File: src/rtl/blink_pkg.sv
// -----------------------------------------------------------------------------
// blink_pkg
//   Shared types and reset defaults for the multi-channel LED blinker.
//   mode_t       : per-channel operating mode carried on cfg_mode.
//   cfg_state_t  : config-port handshake state.
//   RST_MODE/ARG : configuration every channel wakes up with (legacy blink).
//   blink_last() : last BLINK phase value for a given half-period argument.
// -----------------------------------------------------------------------------
package blink_pkg;

   typedef enum logic [1:0] {
      MODE_OFF   = 2'd0,
      MODE_ON    = 2'd1,
      MODE_BLINK = 2'd2,
      MODE_PWM   = 2'd3
   } mode_t;

   typedef enum logic {
      CFG_IDLE = 1'b0,
      CFG_GAP  = 1'b1
   } cfg_state_t;

   localparam mode_t       RST_MODE = MODE_BLINK;
   localparam int unsigned RST_ARG  = 1;

   // A half-period of 0 behaves like 1, so the terminal phase is max(a,1)-1.
   function automatic int unsigned blink_last(input int unsigned a);
      return (a == 0) ? 0 : a - 1;
   endfunction

endpackage

File: src/rtl/blink_chan.sv
// -----------------------------------------------------------------------------
// blink_chan
//   One LED channel: holds mode, argument, phase counter and lit state.
//   Ports:
//     clk, n_rst : clock, synchronous active-low reset
//     tick       : prescaler tick (advances BLINK/PWM phase)
//     sync       : clear phase and lit state, keep mode/arg
//     wr         : load mode/arg from the config port (wins over sync/tick)
//     mode, arg  : config data for a write
//     led        : registered active-low LED pin
// -----------------------------------------------------------------------------
module blink_chan
   import blink_pkg::*;
#(
   parameter int ARGW = 4
) (
   input  logic            clk,
   input  logic            n_rst,
   input  logic            tick,
   input  logic            sync,
   input  logic            wr,
   input  logic [1:0]      mode,
   input  logic [ARGW-1:0] arg,
   output logic            led
);

   mode_t           mode_q, mode_n;
   logic [ARGW-1:0] arg_q, arg_n;
   logic [ARGW-1:0] phase_q, phase_n;
   logic [ARGW-1:0] last;
   logic            lit_q, lit_n;
   logic            led_n;

   always_comb begin
      mode_n  = mode_q;
      arg_n   = arg_q;
      phase_n = phase_q;
      lit_n   = lit_q;
      last    = ARGW'(blink_last(32'(arg_q)));

      if (wr) begin
         mode_n  = mode_t'(mode);
         arg_n   = arg;
         phase_n = '0;
         lit_n   = 1'b0;
      end else if (sync) begin
         phase_n = '0;
         lit_n   = 1'b0;
      end else if (tick) begin
         case (mode_q)
            MODE_BLINK: begin
               if (phase_q == last) begin
                  phase_n = '0;
                  lit_n   = ~lit_q;
               end else begin
                  phase_n = phase_q + 1'b1;
               end
            end
            MODE_PWM: begin
               // Compare the pre-increment phase so a fresh write gives
               // exactly arg lit ticks starting at the first tick.
               phase_n = phase_q + 1'b1;
               lit_n   = (phase_q < arg_q);
            end
            default: ;
         endcase
      end

      // LED follows the new mode directly so ON/OFF take effect right after
      // the accepting edge, independent of the lit state.
      case (mode_n)
         MODE_OFF: led_n = 1'b1;
         MODE_ON:  led_n = 1'b0;
         default:  led_n = ~lit_n;
      endcase
   end

   always_ff @(posedge clk) begin
      if (!n_rst) begin
         mode_q  <= RST_MODE;
         arg_q   <= ARGW'(RST_ARG);
         phase_q <= '0;
         lit_q   <= 1'b0;
         led     <= 1'b1;
      end else begin
         mode_q  <= mode_n;
         arg_q   <= arg_n;
         phase_q <= phase_n;
         lit_q   <= lit_n;
         led     <= led_n;
      end
   end

endmodule

File: src/rtl/blink_multi.sv
// -----------------------------------------------------------------------------
// blink_multi
//   NCH active-low LED channels, each OFF / ON / BLINK / PWM, driven from a
//   shared clk/CDIV prescaler tick and programmed through a valid/ready port.
//   Ports:
//     clk, n_rst : clock, synchronous active-low reset
//     cfg_valid  : config write request (held until accepted)
//     cfg_ready  : port can accept (drops for one cycle after each accept)
//     cfg_ch     : target channel
//     cfg_mode   : mode code (blink_pkg::mode_t)
//     cfg_arg    : BLINK half-period in ticks / PWM duty
//     cfg_err    : one-cycle pulse when an accepted write named cfg_ch >= NCH
//     sync       : realign prescaler and all channel phases
//     led        : LED pins, 0 = lit
// -----------------------------------------------------------------------------
module blink_multi
   import blink_pkg::*;
#(
   parameter  int NCH  = 3,
   parameter  int CDIV = 3,
   parameter  int ARGW = 4,
   localparam int CHW  = (NCH > 1) ? $clog2(NCH) : 1
) (
   input  logic            clk,
   input  logic            n_rst,
   input  logic            cfg_valid,
   output logic            cfg_ready,
   input  logic [CHW-1:0]  cfg_ch,
   input  logic [1:0]      cfg_mode,
   input  logic [ARGW-1:0] cfg_arg,
   output logic            cfg_err,
   input  logic            sync,
   output logic [NCH-1:0]  led
);

   localparam int PW = $clog2(CDIV + 1);

   // ---------------- prescaler: 0 after reset/sync, then 1..CDIV ----------
   logic [PW-1:0] pre;
   logic          tick;

   assign tick = (pre == PW'(CDIV));

   always_ff @(posedge clk) begin
      if (!n_rst)      pre <= '0;
      else if (sync)   pre <= '0;
      else if (tick)   pre <= PW'(1);
      else             pre <= pre + 1'b1;
   end

   // ---------------- config handshake ------------------------------------
   cfg_state_t state_q, state_n;
   logic       accept;
   logic       ch_bad;
   logic [NCH-1:0] wr;

   always_ff @(posedge clk) begin
      if (!n_rst) state_q <= CFG_IDLE;
      else        state_q <= state_n;
   end

   always_comb begin
      state_n   = state_q;
      cfg_ready = 1'b0;
      case (state_q)
         CFG_IDLE: begin
            cfg_ready = 1'b1;
            if (cfg_valid) state_n = CFG_GAP;
         end
         CFG_GAP:  state_n = CFG_IDLE;
         default:  state_n = CFG_IDLE;
      endcase
   end

   assign accept = cfg_valid && cfg_ready;
   assign ch_bad = (32'(cfg_ch) >= NCH);

   always_ff @(posedge clk) begin
      if (!n_rst) cfg_err <= 1'b0;
      else        cfg_err <= accept && ch_bad;
   end

   // ---------------- channels --------------------------------------------
   for (genvar i = 0; i < NCH; i++) begin : g_ch
      assign wr[i] = accept && (cfg_ch == CHW'(i));

      blink_chan #(
         .ARGW (ARGW)
      ) u_chan (
         .clk   (clk),
         .n_rst (n_rst),
         .tick  (tick),
         .sync  (sync),
         .wr    (wr[i]),
         .mode  (cfg_mode),
         .arg   (cfg_arg),
         .led   (led[i])
      );
   end

endmodule

File: config.mk
export PLATFORM = sky130hd
export DESIGN_NAME = blink_multi
export DESIGN_NICKNAME = d
export VERILOG_FILES = /design/src/rtl/blink_pkg.sv /design/src/rtl/blink_chan.sv /design/src/rtl/blink_multi.sv
export SDC_FILE = /design/constraint.sdc
export NUM_CORES = 1
export LEC_CHECK = 0
export CAP_MARGIN = 20
export CORE_MARGIN = 5
export CORE_UTILIZATION = 53
export DETAILED_ROUTE_END_ITERATION = 8
export GPL_TIMING_DRIVEN = 0
export PLACE_DENSITY = 0.76
export SLEW_MARGIN = 20
export SYNTH_ARGS = -nofsm -noshare
export SYNTH_HDL_FRONTEND = slang
export SYNTH_SLANG_ARGS = --single-unit
File: constraint.sdc
create_clock -name clk -period 1.8 [get_ports clk]
set_clock_uncertainty 0.05 [all_clocks]
set_input_delay 0.36 -clock clk [delete_from_list [all_inputs] [get_ports clk]]
set_output_delay 0.36 -clock clk [all_outputs]
set_load 0.005 [all_outputs]
==> qor.yml <==
async_reset_ff_share_pct: 0
path_max_fanout: 5
synthCells: 324
endpoint_kind: "flop"
critPathCapture: "g_ch[1].u_chan.led$_SDFF_PN1_"
dr.pass1.iters: 4
vias: 2440
drv_cap: 0
placed_area_um2: 2770
dp_cells: 394
grt_pass1_vias: 2147
setup_viol: 12
crit_required_ns: 1.99
drt_iter0_drc: 134
synth-seq-cells: 40
startpoint_type: "flop"
ff2ff_setup_slack_ns: -0.15
drt_wl_total_um: 6220
synthSimpleGateAreaFrac_pct: 30.1
reg2reg_depth: 6
synth-edff-count: 0
n_antenna_cell: 0
grt_overflow: 0
tritoncts: "done"
antenna_found_initial: 0
synth_cell_types: 56
avgSynthCellArea_um2: 7.77
drv_slew: 0
synth_nets: 350
synth.area.mux_share_pct: 2.39
dp_hpwl_um: 4220
worstMarginPinSlew_ns: 0.491
clock_sinks: 40
synth_compound_area_share_pct: 21.1
clk_latency_ns: 0.30
leakage_nw: 1.19
status: "finished with violations"
finalPower_mw: 1.81
met2WireLength_um: 2930
rsz0062_at_grt: "yes"
initial_utilization_pct: 54.0
grt_pass1_wl_um: 9800
pwr_density_cell_nw_per_um2: 579
area_delta_synth_final_pct: 24.3
dieArea_um2: 6230
hold_class: "input pin to flop"
cts-buffers-inserted: 5
yosys_warnings: 0
cp-startpoint: "g_ch[1].u_chan.phase_q[1]$_SDFFE_PP0P_"
clock_path_buffers: 2
wl_per_cell_um: 15.2
cts_root_buf: "clkbuf_8"
stdcell_count: 410
die_h_um: 78.9
grt_max_degree: 15
final_layout_size_suffix_gt1_share_pct: 22.2
top_layer_used: "met4"
grt.total_usage_pct: 19.5
fin_ws_ns: -0.154
fin_crit_sh_pct: 109
layout_commonest_cell: "nand2_1"
drcViolationCount: 0
cts_hold_buf: 0
synth_top_family_by_area: "simple AND/OR/NAND/NOR gates"
most-common-layout-cells: "53 x nand2_1, 23 x dfxtp_1, 21 x a21oi_1"
r2r_end: "g_ch[1].u_chan.led$_SDFF_PN1_"
place_congestion: 0.841
drtAntennaViolNets: 0
met1_length_um: 2840
fin_nets: 381
wl_met3_um: 341
fmax_mhz: 512
slew_headroom_pct: 67.3
ios: 17
pre_cts_ws_ns: -0.665
final_area_um2: 3130
clkTransAtPathRegs_ns: 0.08
fp.dieW_um: 78.9
worstSetupPathType: "flop to flop"
period_needed_ns: 1.95
synth-main-ff-cell: "dfxtp_1"
r2r_start: "g_ch[1].u_chan.phase_q[1]$_SDFFE_PP0P_"
hold_viol_final: 0
violations: "negative setup slack"
synth-adder-area-share_pct: 6.96
core_um2: 4660
final_util_pct: 67.1
htree_levels: 2
ir_worst_vdd_uv: 372
synthesis.area_um2: 2520
synth-xor-area-share_pct: 1.74
ys_seq_area_share_pct: 31.8
avgViaCountPerCell: 5.95
row_count: 25
cp.arrival_ns: 2.14
port_buffers: 16
==> logic make-up (layout without fill, tap and decap cells) <==
| kind of cell | count (synthesis) | count (layout) |
|---|---|---|
| fa+ha+maj | 14 | 14 |
| buf+inv | 31 | 63 |
| mux | 6 | 6 |
| compound gates | 78 | 78 |
| xor+xnor | 5 | 5 |
| simple gates | 150 | 150 |
| flops | 40 | 40 |
==> flip-flops by register name (all words and copies together), names as in the netlist <==
signal               flops
g_ch.u_chan.lit_q        3
g_ch.u_chan.arg_q       12
g_ch.u_chan.phase_q     12
state_q                  1
cfg_err                  1
g_ch.u_chan.mode_q       6
g_ch.u_chan.led          3
pre                      2
==> critical path: stages, from the launching register on <==
cell,delay (ns)
dfxtp_4,0.38
or3b_1,0.34
a211o_1,0.24
and3_4,0.19
a221oi_1,0.41
o2111ai_2,0.20
nand2_1,0.10
==> layout make-up <==
cell class,count,area [um2]
multi-input cells,253,1730
fillers,392,1530
flip-flops and latches,40,845
repair buffers,30,275
clock buffers,5,68.8
well taps,54,67.6
inverters,17,63.8
plain buffers,8,51.3
clock inverters,3,23.8
==> synthesized netlist by cell type (4+ instances only) <==
library cell | number | area share (%)
o31ai_1 | 4 | 1.2
o21ai_0 | 9 | 1.8
nor2b_1 | 5 | 1.2
ha_1 | 14 | 7.0
nor3_1 | 14 | 2.8
a21oi_1 | 23 | 4.6
or3_1 | 4 | 0.99
nor2_1 | 21 | 3.1
nand2b_1 | 10 | 2.5
o211ai_1 | 8 | 2.4
mux2i_1 | 6 | 2.4
clkbuf_1 | 8 | 1.2
and2_1 | 6 | 1.5
nand3_1 | 13 | 2.6
and3_1 | 4 | 0.99
dfxtp_1 | 40 | 32
nand2_1 | 53 | 7.9
inv_1 | 17 | 2.5
a211oi_1 | 5 | 1.5
==> power by group <==
part	switching (mW)	total [mW]	internal, mW	leakage [nW]
clock	0.337	0.611	0.274	0.0404
sequential	0.0262	0.923	0.897	0.334
combinational	0.143	0.277	0.134	0.820
total	0.505	1.81	1.31	1.19
==> per-stage QoR <==
| step | setup TNS [ns] | hold slack [ns] |
|---|---|---|
| floorplan | -0.450 | 0.372 |
| global placement | -5.43 | 0.449 |
| detailed placement | -5.80 | 0.462 |
| CTS | -0.630 | 0.401 |
| global route | -1.61 | 0.414 |
| finish | -0.618 | 0.394 |
==> per-layer routing <==
metal / GRT usage, % / vias up
met5: 0 / -
met4: 7.04 / 0
met3: 3.74 / 12
met2: 31.7 / 58
met1: 25.6 / 1155
li1: - / 1215
==> how the worst min path moves through the flow <==
stage	start	endpoint	slack (ns)	cells after the start
3_3_place_gp	g_ch[2].u_chan.mode_q[0]$_SDFF_PN0_	g_ch[2].u_chan.mode_q[0]$_SDFF_PN0_	0.45	2
5_1_grt	n_rst	g_ch[1].u_chan.arg_q[0]$_SDFFE_PN1P_	0.41	2
6_report	cfg_ch[0]	cfg_err$_SDFF_PN0_	0.39	2
4_1_cts	n_rst	g_ch[1].u_chan.arg_q[0]$_SDFFE_PN1P_	0.40	2
2_1_floorplan	n_rst	g_ch[1].u_chan.arg_q[0]$_SDFFE_PN1P_	0.37	1
3_5_place_dp	g_ch[2].u_chan.mode_q[0]$_SDFF_PN0_	g_ch[2].u_chan.mode_q[0]$_SDFF_PN0_	0.46	2
==> timing repair <==
item	4_1_cts	5_1_grt
setup endpoints to repair	15	17
pin swaps	4	8
setup buffers	2	12
resized for setup	24	37
Note: power is estimated with default switching activity, not from simulation.
